==> config.mk <==
export PLATFORM = sky130hd
export DESIGN_NAME = vec_reduce
export DESIGN_NICKNAME = d
export VERILOG_FILES = /design/src/rtl/vec_pkg.sv /design/src/rtl/reduce_step.sv /design/src/rtl/vec_reduce.sv
export SDC_FILE = /design/constraint.sdc
export NUM_CORES = 1
export LEC_CHECK = 0
export ABC_AREA = 1
export CORE_MARGIN = 2
export CORE_UTILIZATION = 25
export DETAILED_ROUTE_END_ITERATION = 10
export PLACE_DENSITY = 0.49
export SLEW_MARGIN = 10
export SYNTH_ARGS = -nofsm -noshare
export SYNTH_HDL_FRONTEND = slang
export SYNTH_SLANG_ARGS = --single-unit
==> constraint.sdc <==
create_clock -name clk -period 23.4 [get_ports clk]
set_input_delay 3.51 -clock clk [delete_from_list [all_inputs] [get_ports clk]]
set_output_delay 3.51 -clock clk [all_outputs]
set_load 0.05 [all_outputs]
==> src/rtl/vec_pkg.sv <==
// rtl/vec_pkg.sv - shared types and constants for the vector reduction unit
//
// Purpose: reduction opcode and FSM state encodings, default lane count.
// Ports: none (package).

package vec_pkg;

  localparam int ELEMENT = 16;

  // 3'b110 and 3'b111 are reserved and have no enumerator
  typedef enum logic [2:0] {
    OP_SUM = 3'b000,
    OP_MAX = 3'b001,
    OP_MIN = 3'b010,
    OP_AND = 3'b011,
    OP_OR  = 3'b100,
    OP_XOR = 3'b101
  } red_op_t;

  typedef enum logic [1:0] {
    ST_IDLE = 2'b00,
    ST_RUN  = 2'b01,
    ST_DONE = 2'b10
  } red_state_t;

endpackage

==> src/rtl/reduce_step.sv <==
// rtl/reduce_step.sv - one combinational fold step of the reduction
//
// Purpose: folds one lane into the accumulator with the selected operation.
// Ports:
//   i_acc  [W-1:0] current accumulator
//   i_lane [W-1:0] lane being folded in
//   i_op   [2:0]   reduction opcode (red_op_t encoding)
//   o_acc  [W-1:0] next accumulator value
//   o_ovf          signed overflow of this step (SUM only)

module reduce_step
  import vec_pkg::*;
#(
  parameter int W = ELEMENT
) (
  input  logic [W-1:0] i_acc,
  input  logic [W-1:0] i_lane,
  input  logic [2:0]   i_op,
  output logic [W-1:0] o_acc,
  output logic         o_ovf
);

  logic [W-1:0] w_sum;
  logic         w_acc_ge;

  assign w_sum    = i_acc + i_lane;
  assign w_acc_ge = ($signed(i_acc) >= $signed(i_lane));

  always_comb begin
    o_acc = '0;
    o_ovf = 1'b0;
    case (i_op)
      OP_SUM: begin
        o_acc = w_sum;
        // like-signed operands producing an opposite-signed sum
        o_ovf = (i_acc[W-1] == i_lane[W-1]) && (w_sum[W-1] != i_acc[W-1]);
      end
      OP_MAX:  o_acc = w_acc_ge ? i_acc : i_lane;
      OP_MIN:  o_acc = w_acc_ge ? i_lane : i_acc;
      OP_AND:  o_acc = i_acc & i_lane;
      OP_OR:   o_acc = i_acc | i_lane;
      OP_XOR:  o_acc = i_acc ^ i_lane;
      default: o_acc = '0;
    endcase
  end

endmodule

==> src/rtl/vec_reduce.sv <==
// rtl/vec_reduce.sv - multi-cycle vector-to-scalar reduction unit
//
// Purpose: captures a full vector, folds one lane per cycle into a scalar,
//          and returns the scalar over a valid/ready handshake.
// Ports:
//   clk, rst                     clock, async active-high reset
//   in_valid / in_ready          vector input handshake (ready only in IDLE)
//   vector [element-1:0][element-1:0], op [2:0]   source vector and opcode
//   out_valid / out_ready        result output handshake
//   result [element-1:0]         reduced scalar (0 for reserved op)
//   overflow                     sticky signed overflow (SUM only)

module vec_reduce
  import vec_pkg::*;
#(
  parameter int element = ELEMENT
) (
  input  logic                              clk,
  input  logic                              rst,
  input  logic                              in_valid,
  output logic                              in_ready,
  input  logic [element-1:0][element-1:0]   vector,
  input  logic [2:0]                        op,
  output logic                              out_valid,
  input  logic                              out_ready,
  output logic [element-1:0]                result,
  output logic                              overflow
);

  localparam int IW = (element > 2) ? $clog2(element) : 1;
  localparam logic [IW-1:0] LAST_IDX = IW'(element - 1);

  red_state_t                     r_state;
  logic [element-1:0][element-1:0] r_vec;
  logic [2:0]                     r_op;
  logic [element-1:0]             r_acc;
  logic [IW-1:0]                  r_idx;
  logic                           r_ovf;
  logic                           r_in_ready;
  logic                           r_out_valid;
  logic [element-1:0]             r_result;
  logic                           r_overflow;

  logic [element-1:0]             w_next_acc;
  logic                           w_step_ovf;
  logic                           w_reserved;

  reduce_step #(.W(element)) u_step (
    .i_acc  (r_acc),
    .i_lane (r_vec[r_idx]),
    .i_op   (r_op),
    .o_acc  (w_next_acc),
    .o_ovf  (w_step_ovf)
  );

  assign w_reserved = r_op[2] & r_op[1];

  always_ff @(posedge clk or posedge rst) begin
    if (rst) begin
      r_state     <= ST_IDLE;
      r_vec       <= '0;
      r_op        <= '0;
      r_acc       <= '0;
      r_idx       <= '0;
      r_ovf       <= 1'b0;
      r_in_ready  <= 1'b1;
      r_out_valid <= 1'b0;
      r_result    <= '0;
      r_overflow  <= 1'b0;
    end else begin
      case (r_state)
        ST_IDLE: begin
          if (in_valid) begin
            r_vec      <= vector;
            r_op       <= op;
            r_acc      <= vector[0];
            r_idx      <= IW'(1);
            r_ovf      <= 1'b0;
            r_in_ready <= 1'b0;
            r_state    <= ST_RUN;
          end
        end
        ST_RUN: begin
          r_acc <= w_next_acc;
          r_ovf <= r_ovf | w_step_ovf;
          r_idx <= r_idx + IW'(1);
          // result registers load on the final fold so DONE outputs are
          // pure flops and stay frozen under backpressure
          if (r_idx == LAST_IDX) begin
            r_state     <= ST_DONE;
            r_out_valid <= 1'b1;
            r_result    <= w_reserved ? '0 : w_next_acc;
            r_overflow  <= w_reserved ? 1'b0 : (r_ovf | w_step_ovf);
          end
        end
        ST_DONE: begin
          // no bypass to RUN: a new vector waits for IDLE
          if (out_ready) begin
            r_out_valid <= 1'b0;
            r_in_ready  <= 1'b1;
            r_state     <= ST_IDLE;
          end
        end
        default: begin
          r_state     <= ST_IDLE;
          r_in_ready  <= 1'b1;
          r_out_valid <= 1'b0;
        end
      endcase
    end
  end

  assign in_ready  = r_in_ready;
  assign out_valid = r_out_valid;
  assign result    = r_result;
  assign overflow  = r_overflow;

endmodule

==> reports/metrics.csv, run 1 <==
metric;value;unit
nets;2697;
cell mode on critical path;buf_4;
worst-skew pair later-pin latency;0.57;ns
register area share after synthesis;0.467;
hold path startpoint;r_vec[65]$_DFFE_PP0P_;
CP startpoint kind;primary input;
initial core utilization;0.251;
Post-synth EDFFs;0;
Synth area leader;dfrtp_1;
DRC viols;0;
detailed-route wire length per cell;18.8;µm
area added between synthesis and finish;29.3;%
Root Driver;clkbuf_16;
largest cells by area after synthesis;dfrtp_1 (47%), nand2_1 (19%), o21ai_0 (6.6%);
register bit total from synthesis;301;
gr ovfl total;0;
worst-margin pin slew;1.05;ns
most common cell in the synthesized netlist;nand2_1;
initial antenna violation count;0;
DRT iter0 DRCs;1144;
GRT Resource Usage Total;0.183;
RSZ-0062 raised after global routing;false;
largest net degree at the start of global routing;156;
Synth top cells by count;nand2_1 (836), dfrtp_1 (300), o21ai_0 (213);
Crit. Startpoint;in_valid;
Crit Path Max Fanout;151;
Gate Count Post-Synth;2170;
Max stage delay cell, worst path;buf_4;
post-route cell area;0.0208;mm²
pre-CTS setup slack;15.98;ns
PostCTS Resize Cnt;0;
htree depth;2;
post-synth top area share;0.466;
height of the die;258;µm
worst-case hold slack;0.470;ns
Arr. time, crit path;7.18;ns
core area;0.0641;mm²
WS Path Type;in2reg;
Clock Skew;0.0219;ns
first-pass GRT wire length;93300;µm
Req. time, crit path;23.88;ns
Synth cell types;41;
Placer Congestion;0.877;
ANT cells;0;
Placed Area;0.0197;mm²
Post-CTS Setup Repair Bufs;0;
headroom to the max-slew limit;0.298;
final worst slack;16.71;ns
Max Cap Viol;0;
async set-reset flop share out of synthesis;1.00;
Synth Net Count;2483;
proportion of layout cells with a drive suffix above 1;0.0457;
routed via count;15200;
fin. max-slew vios;0;
Final period util;0.286;
Fin. Hold Viols;0;
Num CTS Buffers;38;
dominant synthesized flop cell;dfrtp_1;
TritonCTS clock tree;done;
HPWL Detailed;43800;µm
Hold Buf Count CTS;0;
worst path cell trace;clkdlybuf4s50_1 -> nand2_4 -> inv_8 -> buf_4 -> buf_4 -> nand2_1 -> o21ai_0;
worst hold path class;reg2reg;
maximum VDD drop;118;µV
via density per instance;4.65;
Leak;0.00992;µW
First-pass DRT Iterations;5;
clock sink count;301;
setup violators final;0;
I/O pins;282;
final wirelength;61500;µm
Port Buf Inserts;281;
worst r2r src;r_idx[1]$_DFFE_PP0P_;
vias in the first global route;15300;
slowest stage delay, CP;0.81;ns
Synth Warn #;0;
# rows;93;
Critical Path End Type;flop;
Cell Pwr Density;162;mW/mm²
Final min period;6.69;ns
Worst-path clk slew;0.05;ns
Max Buffers Root-to-Sink;3;
Die Width;258;µm
highest clock rate;0.149;GHz
die area;0.0665;mm²
Antenna Nets Post-Route;0;
cell area after synthesis;0.0161;mm²
status;completed;
setup_tns;0;ns
Syn Area/Cell;7.43;µm²
==> placed cells by master (no fill, tap or decap), types with 2 or more instances in the layout <==
cell / count
o21bai_1: 3
nand3_1: 128
o211ai_2: 2
dfrtp_1: 298
inv_8: 2
clkbuf_8: 5
buf_4: 19
dfrtp_4: 2
or2_2: 3
inv_2: 13
clkinv_4: 2
nor2_1: 92
clkdlybuf4s50_1: 281
inv_1: 190
clkbuf_1: 10
a21oi_1: 64
nor2_2: 4
o211ai_1: 73
nand2_1: 835
clkinv_1: 3
nor3_1: 6
clkbuf_16: 39
o22ai_1: 20
ha_1: 49
nor3_2: 3
a221oi_1: 9
o221ai_1: 2
clkinv_2: 6
nand4_1: 12
o21ai_0: 213
==> area by class of cell <==
type	count	area (µm²)
timing repair buffer	301	2980
tap	855	1070
sequential	301	7540
fill	6809	43300
clock inverter	11	106
inverter	208	796
clock buffer	54	1080
multi-input combinational	1534	7270
==> where the power goes <==
part           internal (µW)  total, µW  switching [µW]
clock network            334        573             238
registers                770        932             162
logic                    582       1880            1290
==> per-stage QoR <==
stage / power, µW / instances / util
6_report: 3380 / 3264 / 0.325
2_1_floorplan: 2210 / 2170 / -
3_5_place_dp: 2810 / 3199 / 0.307
3_3_place_gp: 2780 / 3199 / 0.307
4_1_cts: 3400 / 3264 / 0.325
5_1_grt: 3690 / 3264 / 0.325
==> registers in the layout (all words and copies together) (netlist names) <==
register	count
in_ready	1
out_valid	1
overflow	1
r_acc	16
r_idx	4
r_op	3
r_ovf	1
r_state	2
r_vec	256
result	16
==> per-layer routing <==
metal / wire length, µm / vias up / GRT usage
met5: 0 / - / 0
met2: 27900 / 386 / 0.292
met3: 2760 / 85 / 0.0250
met1: 29000 / 7311 / 0.255
met4: 1860 / 0 / 0.0641
li1: - / 7380 / -
==> worst max-delay path: cells and delay by family <==
kind | cells | cell delay, ns
buffers and inverters | 4 | 2.86
AND/OR/NAND/NOR | 2 | 0.56
AO/OA/AOI/OAI | 1 | 0.11
==> worst paths after layout <==
kind	to	slack (ns)	depth (start not counted)
max	r_vec[124]$_DFFE_PP0P_	16.71	7
min	r_vec[65]$_DFFE_PP0P_	0.47	2
max reg2reg	r_acc[1]$_DFFE_PP0P_	17.63	21
min reg2reg	r_vec[65]$_DFFE_PP0P_	0.47	2
max in group asynchronous	r_vec[142]$_DFFE_PP0P_	18.51	3
min in group asynchronous	r_vec[196]$_DFFE_PP0P_	3.42	2
==> cell families (layout without fill, tap and decap cells) <==
kind of cell,after synthesis,count (layout),synth area share
AND/OR/NAND/NOR,1089,1089,0.269
buffers and inverters,335,574,0.0829
flip-flops,301,301,0.467
XOR/XNOR,1,1,0.000543
AO/OA/AOI/OAI,394,394,0.141
adder cells (fa/ha/maj),50,50,0.0393
(Power assumes the default switching activity.)
==> run 2, diff against run 1 <==
clock period = 6.42 ns   (was 23.4 ns; I/O delays follow)
==> run 2 against run 1 <==
Against the previous run:
- total power increased to 3.7 times the previous value
- register-to-register slack got worse by 16 ns
- die area unchanged
- critical path depth increased by 12
- routed wire length increased by 3.8%
- largest power group unchanged
- critical endpoint is now r_acc[6]$_DFFE_PP0P_
- clock skew increased by 0.0035 ns
- sequential cell count unchanged
- highest routed layer unchanged
- clock power increased to 3.8 times the previous value
- design area increased by 0.49%
==> reports/metrics.csv, run 2 (same netlist as run 1, synthesis figures left out) <==
metric;value;unit;change
CP startpoint kind;flop;;
Logic pwr share;0.555;;about the same
Die Width;258;µm;unchanged
Crit Path Max Fanout;52;;-66%
Max Cap Viol;0;;unchanged
final worst slack;1.68;ns;-15.02 ns
Max Buffers Root-to-Sink;3;;unchanged
worst-margin pin slew;1.19;ns;+0.136 ns
Worst-path clk slew;0.06;ns;about the same
WS Path Type;reg2reg;;
Root Driver;clkbuf_16;;
nets;2701;;+0.15%
Req. time, crit path;6.86;ns;-17.02 ns
Port Buf Inserts;281;;unchanged
WP buf/inv;4;;unchanged
setup violators final;0;;unchanged
Top reg by flops;r_vec;;
post-route cell area;0.0209;mm²;+0.49%
routed via count;15200;;+0.44%
placed insts;3203;;+0.13%
proportion of layout cells with a drive suffix above 1;0.0493;;+0.00365
internal power;6260;µW;+270%
# rows;93;;unchanged
Clk pwr share;0.173;;+0.004
Leak;0.00997;µW;+0.53%
worst r2r src;r_idx[1]$_DFFE_PP0P_;;
headroom to the max-slew limit;0.207;;-0.0904
Arr. time, crit path;5.18;ns;-2.00 ns
Fin. Hold Viols;0;;unchanged
R2R depth;19;;-9.5%
Antenna Nets Post-Route;0;;unchanged
height of the die;258;µm;unchanged
worst-skew pair later-pin latency;0.56;ns;about the same
P_sw;6210;µW;+270%
HPWL Detailed;46100;µm;+5.0%
clock sink count;301;;unchanged
Post-CTS Setup Repair Bufs;0;;unchanged
cell mode on critical path;nand2_1;;
final wirelength;63900;µm;+3.8%
Placed Area;0.0197;mm²;+0.26%
die area;0.0665;mm²;unchanged
TritonCTS clock tree;done;;
Hold Buf Count CTS;0;;unchanged
initial core utilization;0.251;;unchanged
gr ovfl total;0;;unchanged
Final min period;4.74;ns;
fin. max-slew vios;0;;unchanged
largest net degree at the start of global routing;203;;+30%
Switching Fraction;0.498;;-0.00323
Critical Path End Type;flop;;
GRT Resource Usage Total;0.190;;+0.00660
Layout Cells excl Fill;3268;;+0.12%
setup_tns;0;ns;unchanged
slowest stage delay, CP;0.72;ns;-0.09 ns
core area;0.0641;mm²;unchanged
PostCTS Resize Cnt;0;;unchanged
hold path cells;2;;unchanged
RSZ-0062 raised after global routing;false;;
hold path startpoint;r_vec[134]$_DFFE_PP0P_;;
flop2flop setup slack;1.68;ns;-15.95 ns
Clock Skew;0.0254;ns;+0.00352 ns
DRT iter0 DRCs;1328;;+16%
I/O pins;282;;unchanged
First-pass DRT Iterations;8;;+3
first-pass GRT wire length;96700;µm;+3.6%
ANT cells;0;;unchanged
most common cell after layout, fill and taps aside;nand2_1;;
Final period util;0.738;;
pre-CTS setup slack;1.69;ns;-14.29 ns
highest clock rate;0.211;GHz;
Cell Pwr Density;595;mW/mm²;+270%
status;completed;;
maximum VDD drop;243;µV;+110%
critical path's top delay family;simple AND/OR/NAND/NOR gates;;
initial antenna violation count;1;;+1
Seq pwr share;0.271;;-0.005
max FFs per register;256;;unchanged
worst path cell trace;inv_1 -> o211ai_1 -> nand3_1 -> nand3_1 -> nand2_1 -> inv_1 -> ha_1 -> inv_1 -> a21oi_1 -> a21oi_1 -> nor2_2 -> nand3_2 -> nand3_4 -> buf_4 -> nand2_1 -> o211ai_1 -> nand3_1 -> nand2_1 -> nand2_1;;
R2R Path End;r_acc[6]$_DFFE_PP0P_;;
vias in the first global route;15500;;+1.7%
htree depth;2;;unchanged
Placer Congestion;0.915;;+4.3%
detailed-route wire length per cell;19.5;µm;+3.7%
area added between synthesis and finish;29.9;%;
Num CTS Buffers;38;;unchanged
Layout fillers;6806;;-0.044%
Worst Hold End;r_vec[134]$_DFFE_PP0P_;;
final core occ;0.327;;+0.00158
Max stage delay cell, worst path;inv_1;;
DRC viols;0;;unchanged
worst hold path class;reg2reg;;
via density per instance;4.66;;+0.32%
most frequent cells in the layout;nand2_1 (835), dfrtp_1 (298), clkdlybuf4s50_1 (281), o21ai_0 (213), inv_1 (191);;
## run 2: per-layer routing
metal	vias to the layer above	part of all wire	global-route usage
met5	-	0	0
met4	0	0.029	0.0589
met3	80	0.047	0.0316
met2	382	0.46	0.306
met1	7368	0.46	0.261
li1	7399	-	-
## run 2: tightest hold or removal path: cells and delay by family (launching register included)
kind / cells / cell delay [ns]
AND/OR/NAND/NOR: 2 / 0.10
flip-flops: 1 / 0.34
## run 2: worst max path at each step
stage | start | end | slack [ns] | cells after the start
5_1_grt | r_idx[1]$_DFFE_PP0P_ | r_acc[7]$_DFFE_PP0P_ | 1.09 | 18
6_report | r_idx[1]$_DFFE_PP0P_ | r_acc[6]$_DFFE_PP0P_ | 1.68 | 19
3_5_place_dp | r_idx[1]$_DFFE_PP0P_ | result[0]$_DFFE_PP0P_ | 1.69 | 19
2_1_floorplan | rst | out_valid$_DFFE_PP0P_ | 1.46 | 1
3_3_place_gp | r_idx[1]$_DFFE_PP0P_ | r_acc[5]$_DFFE_PP0P_ | 1.76 | 19
4_1_cts | r_idx[1]$_DFFE_PP0P_ | result[0]$_DFFE_PP0P_ | 1.68 | 19
## run 2: per-stage QoR
step	total power (µW)	hold slack [ns]
CTS	12600	0.476
finish	12500	0.474
detailed placement	10300	0.460
global route	13600	0.483
global placement	10300	0.457
floorplan	8060	0.444
## run 2: area by class of cell
class | instances | area (µm²) | area share
clock buffer | 53 | 1120 | 0.0534
timing repair buffer | 305 | 3030 | 0.145
inverter | 208 | 792 | 0.0378
clock inverter | 12 | 120 | 0.00573
multi-input combinational | 1534 | 7270 | 0.347
sequential | 301 | 7540 | 0.360
tap | 855 | 1070 | 0.0511
## run 2: power by group through the flow
stage | registers [µW] | clock network [µW] | logic, µW
floorplan | 3340 | 0 | 4720
global placement | 3400 | 0 | 6890
detailed placement | 3400 | 0 | 6910
CTS | 3380 | 2230 | 6940
global route | 3490 | 2290 | 7780
finish | 3390 | 2160 | 6920
